`config.mk`:
```
export PLATFORM = sky130hd
export DESIGN_NAME = serial_adder
export DESIGN_NICKNAME = d
export VERILOG_FILES = /design/src/rtl/serial_adder_pkg.sv /design/src/rtl/serial_adder_full_adder.sv /design/src/rtl/serial_adder.sv
export SDC_FILE = /design/constraint.sdc
export NUM_CORES = 1
export LEC_CHECK = 0
export ABC_AREA = 1
export BUFFER_PORTS_ARGS = -buffer_cell sky130_fd_sc_hd__buf_2
export CORE_ASPECT_RATIO = 0.75
export CORE_MARGIN = 3
export CORE_UTILIZATION = 58
export DETAILED_ROUTE_END_ITERATION = 7
export PLACE_DENSITY = 0.89
export SLEW_MARGIN = 20
export SYNTH_ARGS = -nofsm -noshare
export SYNTH_HDL_FRONTEND = slang
export SYNTH_SLANG_ARGS = --single-unit
```
`constraint.sdc`:
```
create_clock -name clk -period 3.08 [get_ports clk]
set_input_delay 0.154 -clock clk [delete_from_list [all_inputs] [get_ports clk]]
set_output_delay 0.154 -clock clk [all_outputs]
set_load 0.1 [all_outputs]
```
`src/rtl/serial_adder_pkg.sv`:
```
// serial_adder_pkg
// Shared definitions for the bit-serial adder slice: the default operand
// width and the controller state encoding used by serial_adder.
package serial_adder_pkg;

  // Operand/result width used when the parent does not override N
  localparam int DEFAULT_WIDTH = 8;

  // Controller states: waiting, shifting bits through the adder, result valid
  typedef enum logic [1:0] {
    IDLE = 2'd0,
    RUN  = 2'd1,
    DONE = 2'd2
  } stateT;

endpackage

```
`src/rtl/serial_adder_full_adder.sv`:
```
// fullAdder
// Single-bit full adder, the only arithmetic element of the serial adder.
// Ports:
//   a, b  - operand bits
//   cin   - carry in
//   s     - sum bit
//   cout  - carry out
module fullAdder (
  input  logic a,
  input  logic b,
  input  logic cin,
  output logic s,
  output logic cout
);

  // Classic sum/majority equations
  assign s    = a ^ b ^ cin;
  assign cout = (a & b) | (a & cin) | (b & cin);

endmodule

```
`src/rtl/serial_adder.sv`:
```
// serial_adder
// Adds two N-bit operands plus a carry in, one bit per clock, LSB first,
// using a single full adder and a carry flip-flop. An operation takes
// exactly N rising edges after the edge that accepts start; done then
// pulses for one cycle with z, c and v valid. Results hold until the next
// completed operation.
// Ports:
//   clk   - clock, all state changes on the rising edge
//   rst   - synchronous active-high reset
//   start - operation request, accepted in IDLE or DONE, ignored in RUN
//   x, y  - N-bit operands, sampled only on an accepted start
//   cIn   - carry in, sampled only on an accepted start
//   busy  - high while bits are being processed
//   done  - one-cycle pulse marking z, c, v valid
//   z     - sum modulo 2^N
//   c     - carry out of the MSB (unsigned overflow)
//   v     - two's-complement overflow
module serial_adder
  import serial_adder_pkg::*;
#(
  parameter int N = DEFAULT_WIDTH
) (
  input  logic         clk,
  input  logic         rst,
  input  logic         start,
  input  logic [N-1:0] x,
  input  logic [N-1:0] y,
  input  logic         cIn,
  output logic         busy,
  output logic         done,
  output logic [N-1:0] z,
  output logic         c,
  output logic         v
);

  localparam int CW = $clog2(N);
  localparam logic [CW-1:0] LAST = CW'(N - 1);

  stateT         state;
  logic [N-1:0]  xReg;
  logic [N-1:0]  yReg;
  logic [N-1:0]  zShift;
  logic [N-1:0]  zNext;
  logic [CW-1:0] cnt;
  logic          carry;
  logic          sum;
  logic          cout;

  // The current bit of each operand always sits at bit 0 of its shift register
  fullAdder adder (
    .a   (xReg[0]),
    .b   (yReg[0]),
    .cin (carry),
    .s   (sum),
    .cout(cout)
  );

  // New sum bit enters from the MSB side, so after N shifts bit 0 holds the
  // first (LSB) sum bit and the word is in natural order
  assign zNext = (zShift >> 1) | ({{(N-1){1'b0}}, sum} << (N - 1));

  // Controller and datapath in one block. busy/done are registered alongside
  // the state so they are glitch-free. A start seen in DONE is handled like
  // one seen in IDLE so operations can run back to back. The counter stops
  // at N-1 on the final bit rather than wrapping. The overflow flag compares
  // the carry into the MSB (still in the carry register) with the carry out.
  always_ff @(posedge clk) begin
    if (rst) begin
      state  <= IDLE;
      busy   <= 1'b0;
      done   <= 1'b0;
      z      <= '0;
      c      <= 1'b0;
      v      <= 1'b0;
      cnt    <= '0;
      xReg   <= '0;
      yReg   <= '0;
      zShift <= '0;
      carry  <= 1'b0;
    end else begin
      case (state)
        IDLE, DONE: begin
          done <= 1'b0;
          if (start) begin
            xReg   <= x;
            yReg   <= y;
            carry  <= cIn;
            zShift <= '0;
            cnt    <= '0;
            busy   <= 1'b1;
            state  <= RUN;
          end else begin
            busy   <= 1'b0;
            state  <= IDLE;
          end
        end
        RUN: begin
          xReg   <= xReg >> 1;
          yReg   <= yReg >> 1;
          carry  <= cout;
          zShift <= zNext;
          if (cnt == LAST) begin
            z     <= zNext;
            c     <= cout;
            v     <= carry ^ cout;
            busy  <= 1'b0;
            done  <= 1'b1;
            state <= DONE;
          end else begin
            cnt   <= cnt + 1'b1;
          end
        end
        default: begin
          busy  <= 1'b0;
          done  <= 1'b0;
          state <= IDLE;
        end
      endcase
    end
  end

endmodule

```
==> results of run 1 <==
==> path summary, 6_finish.rpt <==
kind,end,from,cells after the start,slack (ns)
min reg2reg,done,done,2,0.48
min,yReg[7],rst,2,0.09
max reg2reg,zShift[6],state[0],7,1.40
max,zShift[6],state[0],7,1.40
==> metrics by stage <==
step           total power [mW]  instances  worst slack [ns]  util, %
4_1_cts                    1.06        294              1.41     72.1
3_5_place_dp              0.717        287              1.42     69.0
5_1_grt                    1.10        294              1.21     72.1
3_3_place_gp              0.714        287              1.48     69.0
2_1_floorplan             0.690        231              1.79        -
6_report                   1.06        294              1.40     72.1
==> cells in the mapped netlist (all sizes together) <==
cell type / instances
a21oi: 3
buf: 11
clkbuf: 1
dfxtp: 41
fa: 1
ha: 3
inv: 14
nand2: 29
nand3: 14
nand3b: 15
nor2: 63
nor3: 16
o21ai: 18
or2: 1
xor2: 1
==> per-layer routing <==
layer	vias to the layer above	GRT usage, %	share of wire [%]
met5	-	0	0
met4	0	6.69	0.77
met3	4	8.02	6.2
met2	52	32.6	42
met1	678	26.8	51
li1	795	-	-
==> where the power goes <==
group	total [mW]	leakage, nW	switching, mW	internal (mW)
Sequential	0.570	0.335	0.0144	0.556
Combinational	0.136	0.561	0.0840	0.0523
Clock	0.350	0.0443	0.173	0.178
Total	1.06	0.941	0.271	0.786
==> cell families (layout without fill, tap and decap cells) <==
kind of cell / count (synthesis) / in the layout / share of synthesized area, %
compound gates: 21 / 21 / 5.90
xor+xnor: 1 / 1 / 0.492
fa+ha+maj: 4 / 4 / 3.23
buf+inv: 26 / 53 / 7.58
flops: 41 / 41 / 46.1
simple gates: 138 / 138 / 36.7
==> flip-flops by register name, indices dropped and copies added (netlist names) <==
register  cells
xReg          8
yReg          8
z             8
zShift        7
cnt           3
state         2
busy          1
c             1
carry         1
done          1
v             1
==> final cells by class <==
cell class	count	area share (%)
multi-input cells	164	41.4
flip-flops and latches	41	41.2
repair buffers	32	8.16
clock buffers	7	4.33
inverters	14	2.64
well taps	36	2.26
==> critical path, delay by kind of cell (launching register included) <==
family	cells	cell delay, ns
compound gates	1	0.10
buf+inv	3	0.47
flops	1	0.31
simple gates	3	0.73
==> impl_metrics.ini, run 1 <==
[flow_run]
drv_cap = 0

[critical_path]
critPathMaxStageDelay_ns = 0.33
crit_fanout = 21
required_ns = 3.30
crit_type = reg -> reg
cp-start-kind = flip-flop
cp_common_cell = nand2_2
arrival_ns = 1.90
cp_slowest_cell = nand2_2
path_cells = buf_4, inv_1, nand2_2, nand2_2, inv_2, nand3_1, o21ai_0
critPathCaptureType = flip-flop

[place]
dpl.hpwl_mm = 2.50
placed_area_um2 = 1910
place_congestion = 0.827
io_buffers = 31

[layout]
syn2layout_area_growth_pct = 11.9
multi_input_area_um2 = 826
drive_above_1_share_pct = 19.0
layout.nets = 282
mostFrequentLayoutCell = nor2_1
final_cell_mix = nor2_1 (62), dfxtp_1 (41), buf_2 (31)
diodes = 0
seqCellArea_um2 = 821
fillers = 228
final_cell_area_um2 = 1990

[floorplan]
io_pins = 32
dieArea_um2 = 3780
core_um2 = 2760
die_h_um = 54
rows = 16
start_util_pct = 64.5
die_w_um = 70

[route]
postRouteAntennaNets = 0
vias = 1529
drc = 0
drt_pass1_iterations = 4
drt_wl_total_mm = 3.64
viasPerCell = 5.20
drt_iter0_drc = 125
wl_per_cell_um = 12.4

[clocking]
cts_sinks = 41
post-cts-setup-buffer-count = 0
root_buffer = clkbuf_8
cts.repair.resized = 0
cts_made_buffers = 5
cts_tree = yes
clkLatencyLatePin_ns = 0.29
hold_buffers = 0
clk_path_buf_depth = 2
clkTransAtPathRegs_ns = 0.07
cts-htree-levels = 2

[global_route]
grt_max_degree = 41
grt_pass1_wl_mm = 6.03
grt_pass1_vias = 1360
gr-usage-all-layers_pct = 20.8
antenna_found_initial = 0
grt_overflow_total = 0

[timing]
slew_headroom_pct = 34.1
period_needed_ns = 1.68
finalSetupTns_ns = 0
worst_hold_slack_ns = 0.0879
hold_viol = 0
finalSetupViolCount = 0
slew_violations = 0
clock.fmax_mhz = 595
fin_crit_sh_pct = 54.5
skew_ns = 0.00671
rsz0062_at_grt = no
worst_pin_slew_ns = 0.983

[logic_synthesis]
ys_ff_latch = 41
synthesis.nets = 255
postSynthAreaPerCell_um2 = 7.71
yosys.cell_types.count = 24
netlist_top_cells_area = dfxtp_1 (46%), nor2_1 (13%), nand3b_1 (6.3%), nand2_1 (5.3%), nand3_1 (3.9%)
syn-cell-area_um2 = 1780
yosys_warnings = 0
yosys.area.top_type = dfxtp_1
post_synth_inst_count = 231
seq_area_frac_synth_pct = 46.1
synth_top_area_share_pct = 46.1

[power]
peakVddDrop_v = 0.000322
leakagePower_nw = 0.941
pwr_density_cell_nw_per_um2 = 530

[min_path]
hold_path_class = in -> reg

[outcome]
status = complete, no violations
(Power assumes the default switching activity.)
==> run 2, diff against run 1 <==
Settings changed: CORE_UTILIZATION 58 to 49, PLACE_DENSITY 0.89 to 0.81.
Clock period 3.08 ns to 1.45 ns, I/O delays scaled along.
==> run 2 against run 1 <==
Flip-flop and latch count is the same. Register-to-register slack got worse by 1.3 ns. Critical path depth stayed put. Via count grew 2.1%. Combinational power grew 140%. Clock-buffer cell count fell by 1. Highest routed layer unchanged.
==> impl_metrics.ini, run 2 (same netlist as run 1, synthesis figures left out) <==
[outcome]
status = complete, no violations

[layout]
top_regs = xReg (8), yReg (8), z (8)
drive_above_1_share_pct = 23.0
final_cell_area_um2 = 2100
post-route-util_pct = 62.1
final_cell_mix = nor2_1 (62), dfxtp_1 (41), buf_2 (31)
syn2layout_area_growth_pct = 17.7
mostFrequentLayoutCell = nor2_1
layout.nets = 292
diodes = 0

[floorplan]
die_w_um = 75.6
io_pins = 32
core_um2 = 3380
die_h_um = 58.2
rows = 18
dieArea_um2 = 4400
start_util_pct = 52.7

[route]
viasPerCell = 5.05
drt_iter0_drc = 81
wl_per_cell_um = 12.4
postRouteAntennaNets = 0
drc = 0
drt_wl_total_mm = 3.85
vias = 1561
drt_pass1_iterations = 4

[critical_path]
cp_slowest_cell = dfxtp_1
timing.rr.end = z[5]
rrSetupSlack_ns = 0.1
required_ns = 1.64
path_cells = ha_1, ha_1, inv_2, nor2_4, inv_2, nor2_1, nor2_1
arrival_ns = 1.55
crit_type = reg -> reg
critPathCaptureType = flip-flop
cp_top_family = flip-flops
reg2reg_from = cnt[0]
cp-start-kind = flip-flop
crit_fanout = 9
cp_num_cells = 7
r2r_cells = 7
critPathMaxStageDelay_ns = 0.37
crit_buf_inv = 2

[clocking]
root_buffer = clkbuf_8
cts_tree = yes
cts_sinks = 41
hold_buffers = 0
cts-htree-levels = 2
clk_path_buf_depth = 2
cts_made_buffers = 5
clkLatencyLatePin_ns = 0.29
clkTransAtPathRegs_ns = 0.08

[global_route]
grt_overflow_total = 0
antenna_found_initial = 0
grt_max_degree = 27
grt_pass1_vias = 1389
gr-usage-all-layers_pct = 19.1
grt_pass1_wl_mm = 6.43

[flow_run]
drv_cap = 0

[timing]
period_needed_ns = 1.35
hold_viol = 0
fin_ws_ns = 0.0955
fin_crit_sh_pct = 93.4
slew_violations = 0
finalSetupViolCount = 0
skew_ns = 0.00552
clock.fmax_mhz = 738
worst_pin_slew_ns = 0.489
slew_headroom_pct = 67.6
finalSetupTns_ns = 0
rsz0062_at_grt = no

[place]
dpl.hpwl_mm = 2.66
place_congestion = 0.876
placed_area_um2 = 1990
dp_slack_ns = 0.0260
io_buffers = 31

[min_path]
hold_depth = 2
hold_path_class = in -> reg
min_from = rst
min_to = xReg[7]

[power]
leakagePower_nw = 1.00
peakVddDrop_v = 0.000703
pwr_density_cell_nw_per_um2 = 1070
==> run 2: layout make-up <==
class | instances | area (um2)
repair buffers | 41 | 255
clock inverters | 2 | 10.0
fillers | 305 | 1280
multi-input cells | 165 | 836
well taps | 40 | 50.0
clock buffers | 6 | 72.6
flip-flops and latches | 41 | 821
inverters | 14 | 52.6
==> run 2: worst max path at each step <==
| stage | end | slack [ns] | start |
|---|---|---|---|
| global route | z[2] | 0.004 | cnt[0] |
| floorplan | v | 0.16 | v |
| CTS | z[2] | 0.02 | cnt[0] |
| finish | z[5] | 0.1 | cnt[0] |
| global placement | cnt[1] | 0.09 | cnt[0] |
| detailed placement | z[2] | 0.03 | cnt[0] |
==> run 2: power breakdown <==
group	switching (mW)	leakage [nW]	internal, mW
Combinational	0.187	0.621	0.137
Sequential	0.0335	0.335	1.18
Clock	0.374	0.0450	0.333
==> run 2: repair_timing <==
item	in CTS	in global routing
endpoints found under the setup margin	0	13
resized for setup	0	3
buffers inserted	0	2
endpoints found under the hold margin	0	0
==> run 2: metrics by stage <==
step | total power [mW] | cells | hold slack, ns
after floorplan | 1.47 | 231 | 0.142
after global placement | 1.55 | 298 | 0.315
after detailed placement | 1.56 | 298 | 0.322
after CTS | 2.26 | 306 | 0.00922
after global routing | 2.35 | 309 | 0.0261
final | 2.25 | 309 | 0.0186
==> run 2: per-layer routing <==
layer	track usage [%]	up-vias	wire [um]
met3	6.24	4	234
met1	29.6	699	2010
met5	0	-	0
met4	3.74	0	33
li1	-	814	-
met2	25.6	44	1570
==> run 3, diff against run 2 <==
Settings changed: ABC_AREA 1 to unset, CORE_UTILIZATION 49 to 48.
==> run 3 against run 2 <==
Via count down 8.3%. Setup slack got worse by 0.024 ns. Cell area fell by 7.3%. First-iteration DRC count increased by 120%. Sequential share of layout area rose by 3.2 points. Flip-flop and latch count unchanged. Combinational power fell by 6%. Clock-buffer cell count down 1. Non-clock buffer count rose by 1. Power up 6.7%.
==> impl_metrics.ini, run 3 <==
[outcome]
status = complete, no violations

[layout]
top_regs = xReg (8), yReg (8), z (8)
mostFrequentLayoutCell = dfxtp_1
layout.nets = 243
post-route-util_pct = 63.0
drive_above_1_share_pct = 24.7
final_cell_mix = dfxtp_1 (40), nor3_1 (31), buf_2 (31)
final_cell_area_um2 = 1940
syn2layout_area_growth_pct = 19.3
diodes = 0

[floorplan]
die_w_um = 73.3
rows = 17
start_util_pct = 52.8
core_um2 = 3080
dieArea_um2 = 4140
die_h_um = 56.5
io_pins = 32

[clocking]
clkLatencyLatePin_ns = 0.29
cts_tree = yes
clkTransAtPathRegs_ns = 0.08
clk_path_buf_depth = 2
cts_made_buffers = 5
cts-htree-levels = 2
hold_buffers = 0
cts_sinks = 41
root_buffer = clkbuf_8

[global_route]
antenna_found_initial = 0
grt_max_degree = 42
grt_pass1_vias = 1264
grt_overflow_total = 0
grt_pass1_wl_mm = 5.50
gr-usage-all-layers_pct = 16.6

[place]
place_congestion = 0.737
dpl.hpwl_mm = 2.20
placed_area_um2 = 1820
io_buffers = 31

[timing]
fin_crit_sh_pct = 95.1
rsz0062_at_grt = yes
skew_ns = 0.0104
clock.fmax_mhz = 725
hold_viol = 0
slew_headroom_pct = 67.8
period_needed_ns = 1.38
finalSetupTns_ns = 0
worst_hold_slack_ns = 0.0108
slew_violations = 0
worst_pin_slew_ns = 0.486
finalSetupViolCount = 0

[power]
peakVddDrop_v = 0.000710
pwr_density_cell_nw_per_um2 = 1230
leakagePower_nw = 0.777
total_power_mw = 2.40

[route]
drc = 0
postRouteAntennaNets = 0
drt_wl_total_mm = 3.31
wl_per_cell_um = 12.9
drt_iter0_drc = 181
vias = 1431
viasPerCell = 5.57
drt_pass1_iterations = 4

[critical_path]
cp_slowest_cell = or3b_4
path_cells = ha_2, ha_1, or3b_4, nand3_1, a21oi_1
crit_fanout = 4
critPathCaptureType = flip-flop
required_ns = 1.61
arrival_ns = 1.53
cp-start-kind = flip-flop
critPathMaxStageDelay_ns = 0.40
crit_type = reg -> reg

[logic_synthesis]
yosys_warnings = 0
ys.flop_type = dfxtp_1
netlist_top_cells_area = dfxtp_1 (50%), nor3_1 (9.5%), a21oi_1 (7.4%), nand3_1 (6.8%), o22ai_1 (5.8%)
yosys.area.top_type = dfxtp_1
async_reset_ff_share_pct = 0
yosys.cell_types.count = 20
ys_ff_latch = 41
postSynthAreaPerCell_um2 = 8.67
synth_common_cells = dfxtp_1 (41), nor3_1 (31), a21oi_1 (24)
yosysMostFrequentCell = dfxtp_1
syn-cell-area_um2 = 1630
synth_top_area_share_pct = 50.4
synthesis.nets = 212
synth_edf_count = 0
post_synth_inst_count = 188
seq_area_frac_synth_pct = 50.4

[flow_run]
drv_cap = 0

[min_path]
hold_path_class = in -> reg
==> run 3: cell types whose count changed after synthesis, sizes merged, moves of 14 or more <==
cell and change:
o21ai -18, a21oi +21, inv -14, nor3 +15, nand3b -14, nor2 -61
o22ai +15
==> run 3: worst paths after layout <==
| kind | from | end | slack, ns | cells after the start |
|---|---|---|---|---|
| max | cnt[0] | cnt[1] | 0.07 | 5 |
| max reg2reg | cnt[0] | cnt[1] | 0.07 | 5 |
| min reg2reg | v | v | 0.45 | 2 |
| min | y[7] | yReg[7] | 0.01 | 3 |
==> run 3: kinds of logic (layout without fill, tap and decap cells) <==
| logic type | Yosys count | after routing | synth area share, % |
|---|---|---|---|
| AO/OA/AOI/OAI | 39 | 39 | 13.1 |
| adder cells (fa/ha/maj) | 4 | 4 | 3.53 |
| AND/OR/NAND/NOR | 85 | 85 | 25.4 |
| buffers and inverters | 18 | 49 | 6.99 |
| flip-flops | 41 | 41 | 50.4 |
| XOR/XNOR | 1 | 1 | 0.538 |
==> run 3: layout make-up <==
class | instances | area (um2)
fill | 300 | 1140
sequential | 41 | 822
multi-input combinational | 129 | 707
timing repair buffer | 42 | 263
clock buffer | 5 | 68.8
tap | 38 | 47.5
clock inverter | 2 | 35.0
==> run 3: critical path, delay by kind of cell (launching register included) <==
family          cells  cell delay, ns
simple gates        2            0.50
fa+ha+maj           2            0.37
flops               1            0.33
compound gates      1            0.06
==> run 3: routing by layer <==
| metal | wire [um] | track usage (%) | part of all wire (%) |
|---|---|---|---|
| met5 | 0 | 0 | 0 |
| met4 | 34 | 6.05 | 1.0 |
| met2 | 1430 | 24.3 | 43 |
| met1 | 1650 | 22.7 | 50 |
| met3 | 199 | 5.19 | 6.0 |
==> run 3: report_power, final <==
group | switching (mW) | total, mW | internal, mW
registers | 0.0379 | 1.22 | 1.18
logic | 0.171 | 0.306 | 0.134
clock network | 0.369 | 0.869 | 0.500
total | 0.578 | 2.40 | 1.82
==> run 3: metrics by stage <==
stage,worst slack (ns),std cells
6_report,0.0716,257
5_1_grt,-0.0376,257
4_1_cts,0.000657,256
3_5_place_dp,0.0112,249
3_3_place_gp,0.0381,249
2_1_floorplan,0.0811,188
==> run 3: what timing repair did <==
action,CTS,global route
buffers inserted,0,1
setup endpoints to repair,2,14
gates resized for setup,1,3
